File: src/rtl/seg7_pkg.sv
// Shared constants and types for the 7-segment number front-end.
package seg7_pkg;

  // Digit codes understood by the display decoder
  localparam logic [3:0] DIG_MINUS = 4'hF;
  localparam logic [3:0] DIG_BLANK = 4'hA;

  // Largest magnitudes that fit in 8 digits (one digit reserved for the sign)
  localparam logic [31:0] POS_LIMIT = 32'd99_999_999;
  localparam logic [31:0] NEG_LIMIT = 32'd9_999_999;

  // Display geometry
  localparam int AN_NUM     = 8;
  localparam int AN_BIT_LEN = 4;

  typedef enum logic [1:0] {
    IDLE,
    CHECK,
    SHIFT,
    FORMAT
  } seg7_ctrl_state_t;

endpackage

File: src/rtl/bcd_add3.sv
// Double-dabble digit correction: a BCD digit of 5 or more gets 3 added
// so that the following left shift carries correctly into the next digit.
module bcd_add3 (
  input  logic [3:0] digit,
  output logic [3:0] adjusted
);

  assign adjusted = (digit >= 4'd5) ? digit + 4'd3 : digit;

endmodule

File: src/rtl/seg7_num_ctrl.sv
// Converts a 32-bit binary value into 8 packed display digits using an
// iterative double-dabble engine, with sign, leading-zero blanking and
// overflow handling. num_o only changes once per finished conversion.
module seg7_num_ctrl
  import seg7_pkg::*;
#(
  parameter bit LZ_BLANK = 1'b1,
  parameter int AN_NUM   = 8
) (
  input  logic        clk_i,
  input  logic        rst,
  input  logic        in_valid_i,
  output logic        in_ready_o,
  input  logic [31:0] value_i,
  input  logic        signed_i,
  output logic [31:0] num_o,
  output logic        done_o,
  output logic        ovf_o
);

  seg7_ctrl_state_t state;

  logic [31:0] value;
  logic        is_signed;
  logic        neg;
  logic        ovf_hit;
  logic [31:0] bcd;
  logic [31:0] bcd_adj;
  logic [31:0] shreg;
  logic [4:0]  cnt;

  logic        neg_c;
  logic [31:0] mag_c;
  logic        ovf_c;

  // Applies sign placement and leading-zero blanking to a finished BCD word
  function automatic logic [31:0] format_digits(input logic [31:0] digits,
                                                input logic        is_neg,
                                                input logic        is_ovf);
    logic [31:0] res;
    int          msd;
    res = digits;
    msd = 0;
    if (is_ovf) begin
      res = '1;
    end else if (LZ_BLANK) begin
      for (int k = 0; k < AN_NUM; k++) begin
        if (digits[k*AN_BIT_LEN +: AN_BIT_LEN] != 4'd0) msd = k;
      end
      for (int k = 0; k < AN_NUM; k++) begin
        if (k > msd) begin
          res[k*AN_BIT_LEN +: AN_BIT_LEN] = (is_neg && (k == msd + 1)) ? DIG_MINUS : DIG_BLANK;
        end
      end
    end else if (is_neg) begin
      res[31:28] = DIG_MINUS;
    end
    return res;
  endfunction

  assign in_ready_o = (state == IDLE);

  // Sign extraction and range check on the latched request
  assign neg_c = is_signed & value[31];
  assign mag_c = neg_c ? (~value + 32'd1) : value;
  assign ovf_c = neg_c ? (mag_c > NEG_LIMIT) : (mag_c > POS_LIMIT);

  for (genvar k = 0; k < AN_NUM; k++) begin : g_add3
    bcd_add3 u_add3 (
      .digit   (bcd[k*AN_BIT_LEN +: AN_BIT_LEN]),
      .adjusted(bcd_adj[k*AN_BIT_LEN +: AN_BIT_LEN])
    );
  end

  // Conversion sequencer: capture, range check, 32 shift steps, format
  always_ff @(posedge clk_i or posedge rst) begin
    if (rst) begin
      state     <= IDLE;
      value     <= '0;
      is_signed <= 1'b0;
      neg       <= 1'b0;
      ovf_hit   <= 1'b0;
      bcd       <= '0;
      shreg     <= '0;
      cnt       <= '0;
      num_o     <= {AN_NUM{DIG_BLANK}};
      done_o    <= 1'b0;
      ovf_o     <= 1'b0;
    end else begin
      done_o <= 1'b0;
      case (state)
        IDLE: begin
          if (in_valid_i) begin
            value     <= value_i;
            is_signed <= signed_i;
            state     <= CHECK;
          end
        end
        CHECK: begin
          neg     <= neg_c;
          ovf_hit <= ovf_c;
          if (ovf_c) begin
            state <= FORMAT;
          end else begin
            bcd   <= '0;
            shreg <= mag_c;
            cnt   <= '0;
            state <= SHIFT;
          end
        end
        SHIFT: begin
          bcd   <= {bcd_adj[30:0], shreg[31]};
          shreg <= {shreg[30:0], 1'b0};
          cnt   <= cnt + 5'd1;
          if (cnt == 5'd31) state <= FORMAT;
        end
        FORMAT: begin
          num_o  <= format_digits(bcd, neg, ovf_hit);
          done_o <= 1'b1;
          ovf_o  <= ovf_hit;
          state  <= IDLE;
        end
        default: state <= IDLE;
      endcase
    end
  end

endmodule

File: config.mk
export PLATFORM = sky130hd
export DESIGN_NAME = seg7_num_ctrl
export DESIGN_NICKNAME = d
export VERILOG_FILES = /design/src/rtl/seg7_pkg.sv /design/src/rtl/bcd_add3.sv /design/src/rtl/seg7_num_ctrl.sv
export SDC_FILE = /design/constraint.sdc
export NUM_CORES = 1
export LEC_CHECK = 0
export BUFFER_PORTS_ARGS = -buffer_cell sky130_fd_sc_hd__buf_2
export CORE_MARGIN = 5
export CORE_UTILIZATION = 50
export CTS_BUF_LIST = sky130_fd_sc_hd__clkbuf_8 sky130_fd_sc_hd__clkbuf_16
export CTS_CLUSTER_SIZE = 30
export DETAILED_ROUTE_END_ITERATION = 8
export GPL_ROUTABILITY_DRIVEN = 0
export GPL_TIMING_DRIVEN = 1
export HOLD_SLACK_MARGIN = 0.02
export PLACE_DENSITY_LB_ADDON = 0.12
export SYNTH_ARGS = -nofsm -noshare
export SYNTH_HDL_FRONTEND = slang
export SYNTH_SLANG_ARGS = --single-unit
export TNS_END_PERCENT = 20
File: constraint.sdc
create_clock -name clk_i -period 6.9 [get_ports clk_i]
set_input_delay 1.035 -clock clk_i [delete_from_list [all_inputs] [get_ports clk_i]]
set_output_delay 1.035 -clock clk_i [all_outputs]
set_load 0.02 [all_outputs]
==> metrics.md <==
| Metric | Value |
|---|---|
| Hpwl dp | 13290 um |
| Cells after Synth | 854 |
| Worst Tran Pin Value | 1.112 ns |
| Synth warn | 0 |
| Worst IR Drop VDD | 0.2075 mV |
| Final Skew | 0.008064 ns |
| Synth Cell Area | 8318 um^2 |
| Sequential cell fraction of total power | 0.323 |
| CTS tree | done |
| Post-route setup TNS | 0 ns |
| Power share of the combinational group | 0.452 |
| Post-layout net count | 969 |
| Post-synth cell types | 72 |
| Post-route clock period utilization | 0.7494 |
| Maximum clock rate | 0.1934 GHz |
| Drt drc | 0 |
| # diodes | 0 |
| Core Util, Final | 0.5724 |
| Final wirelength | 18910 um |
| CTS root buf | clkbuf_16 |
| Hold buffers post-CTS | 0 |
| Sw frac | 0.4108 |
| Int Power | 2.562 mW |
| RSZ-0062 raised after global routing | no |
| Clock slew at reported path FFs | 0.06 ns |
| Cells along the critical path | inv_1 -> ha_1 -> nor3b_1 -> nand4_1 -> or2_0 -> or4_1 -> a211o_1 -> or4_1 -> nor4b_4 -> buf_4 -> or2_2 -> buf_4 -> mux2_1 |
| Total GRT Usage | 0.2032 |
| Iteration-0 DRC Markers | 398 |
| Layout area overhead | 13.31% |
| Clock tree buffer depth | 2 |
| Clock Latency Late Sink | 0.42 ns |
| Total power | 4.348 mW |
| Clock power frac | 0.225 |
| Placeable Area | 16470 um^2 |
| DR WL/cell | 16.63 um |
| Pins over their slew limit | 0 |
| Placed cell area | 8790 um^2 |
| Chip Width | 139.0 um |
| CP required | 7.20 ns |
| #FFs+latches synth | 140 |
| Synthesized Nets | 919 |
| Min-delay worst type | reg2reg |
| Max-cap violations | 0 |
| Post-synth ARST share | 1.000 |
| CTS Buf Count | 17 |
| Final Critical Period | 5.171 ns |
| Max FO, Critical Path | 37 |
| Clk sinks | 140 |
| H-tree Lvls | 4 |
| Post CTS Setup Buffer Count | 0 |
| Largest net degree at the start of global routing | 95 |
| Rows | 47 |
| Sequential cell area fraction in the yosys report | 0.4236 |
| Hold Slack | 0.4777 ns |
| # setup viols final | 0 |
| CP Launch Type | flop |
| Status | finished clean |
| # fillers | 1482 |
| Die Area | 19320 um^2 |
| Final Hold Fails | 0 |
| Static Leak | 3.930 nW |
| GRT Residual Overflow | 0 |
| Vias in the first global route | 6634 |
| Layout cells sized above 1 | 0.2050 |
| Via count | 6535 |
| EDFF count, synth | 0 |
| Rel. slew slack | 0.2538 |
| Initial Util | 0.5052 |
| Kind of critical path | reg2reg |
| Crit-path slowest cell | or2_2 |
| Dominant synthesized flop cell | dfrtp_1 |
| Vias/cell | 5.748 |
| I/O Buffers | 70 |
| DR pass1 iterations | 5 |
| Crit path DAT | 5.47 ns |
| Max incr delay on CP | 0.78 ns |
| I/O pin count | 71 |
| Antenna-violating nets left | 0 |
| Synth Area per Inst | 9.740 um^2 |
| # resized after CTS | 0 |
| Die H | 139.0 um |
| Initial antenna violation count | 0 |
| Pwr/cell area | 461.3 nW/um^2 |
| First-pass GRT wire length | 32930 um |
| NetSw | 1.786 mW |
| Design Area, Final | 9425 um^2 |
| Nature of the critical path endpoint | flop |
==> power groups by stage <==
stage / Sequential (mW) / Clock [mW] / Combinational, mW
after floorplan: 1.36 / 0 / 1.60
after global placement: 1.39 / 0 / 1.92
after detailed placement: 1.42 / 0 / 1.98
after CTS: 1.40 / 0.997 / 1.99
after global routing: 1.45 / 1.03 / 2.21
final: 1.40 / 0.980 / 1.96
==> final timing paths <==
path	from	endpoint	slack, ns	cells past startpoint
worst max-delay path	value[1]	shreg[2]	1.73	13
worst min-delay path	num_o[4]	num_o[4]	0.48	1
worst max register to register	value[1]	shreg[2]	1.73	13
worst min register to register	num_o[4]	num_o[4]	0.48	1
max in group asynchronous	rst	bcd[9]	5.02	3
min in group asynchronous	rst	bcd[31]	0.77	2
==> Yosys cell counts, types with 4 or more instances <==
master     instances  area share
dfrtp_1          124        0.37
nand2_1           89       0.040
o21ai_0           66       0.040
nor2_1            49       0.022
inv_1             45       0.020
mux2_2            37       0.050
clkbuf_1          34       0.015
mux2_1            32       0.043
a21oi_1           29       0.017
ha_1              29       0.044
xnor2_1           26       0.027
nor3_1            21       0.013
o211ai_1          19       0.017
nand3_1           18       0.011
dfstp_2           16       0.051
nand2b_1          16       0.012
o22a_1            14       0.015
mux2i_1           13       0.016
nor3b_1           12       0.011
xor2_1            12       0.013
a31oi_1           10      0.0075
and2_1             9      0.0068
o2bb2ai_1          9      0.0095
o32ai_1            9      0.0095
or2_2              7      0.0053
a21o_1             6      0.0054
buf_2              6      0.0036
o221ai_1           6      0.0063
o31ai_1            6      0.0054
or4_1              6      0.0054
nand4_1            4      0.0030
or3_1              4      0.0030
==> stage by stage <==
step | cells | worst slack, ns
final | 1137 | 1.729
after global routing | 1137 | 1.410
after CTS | 1137 | 1.742
after detailed placement | 1105 | 1.765
after global placement | 1105 | 1.896
after floorplan | 854 | 2.139
==> per-layer routing <==
metal,part of all wire,vias up,track usage
met3,0.043,24,0.03586
met1,0.46,3180,0.2675
met4,0.014,0,0.07055
met5,0,-,0
met2,0.49,173,0.3396
li1,-,3158,-
==> layout make-up <==
class / instances / area [um^2] / share of cell area
clock buffer: 20 / 466.7 / 0.04952
multi-input combinational: 620 / 4392 / 0.4659
timing repair buffer: 80 / 425.4 / 0.04513
clock inverter: 12 / 168.9 / 0.01792
inverter: 45 / 173.9 / 0.01845
sequential: 140 / 3523 / 0.3738
tap: 220 / 275.3 / 0.02920
==> cell families after synthesis <==
logic type	synth area share
flops	0.4236
compound gates	0.1673
fa+ha+maj	0.04362
xor+xnor	0.04001
simple gates	0.1677
buf+inv	0.04874
mux	0.1091
==> placed cells by master, fill, tap and decap left out, types with 4 or more instances in the layout <==
| master | count |
|---|---|
| a31oi_1 | 10 |
| nand2b_1 | 16 |
| o32ai_1 | 9 |
| mux2_1 | 32 |
| or3_1 | 4 |
| o31ai_1 | 6 |
| mux2_2 | 37 |
| a21o_1 | 6 |
| mux2i_1 | 13 |
| o221ai_1 | 6 |
| ha_1 | 28 |
| or2_2 | 8 |
| o22a_1 | 14 |
| xnor2_1 | 26 |
| inv_1 | 45 |
| buf_2 | 70 |
| a21oi_1 | 29 |
| bufinv_16 | 4 |
| clkbuf_16 | 17 |
| nor3b_1 | 12 |
| o211ai_1 | 19 |
| o21ai_0 | 66 |
| dfrtp_1 | 124 |
| dfstp_2 | 16 |
| o2bb2ai_1 | 9 |
| or4_1 | 6 |
| clkinv_2 | 4 |
| xor2_1 | 12 |
| and2_1 | 9 |
| nand2_1 | 89 |
| buf_4 | 10 |
| nand4_1 | 4 |
| nand3_1 | 18 |
| nor2_1 | 49 |
| nor3_1 | 21 |
==> flip-flops by register name (all words and copies together), names as in the netlist, 2 cells and up <==
register and flops:
shreg 32, bcd 32, num_o 32, value 32, cnt 5, state 2
==> critical path: cells and delay by family (launching register included) <==
kind	cells	cell delay, ns
simple gates	7	2.82
fa+ha+maj	1	0.38
flops	1	0.41
mux	1	0.34
compound gates	1	0.29
buf+inv	3	0.78
Power figures use the tool's default switching activity.
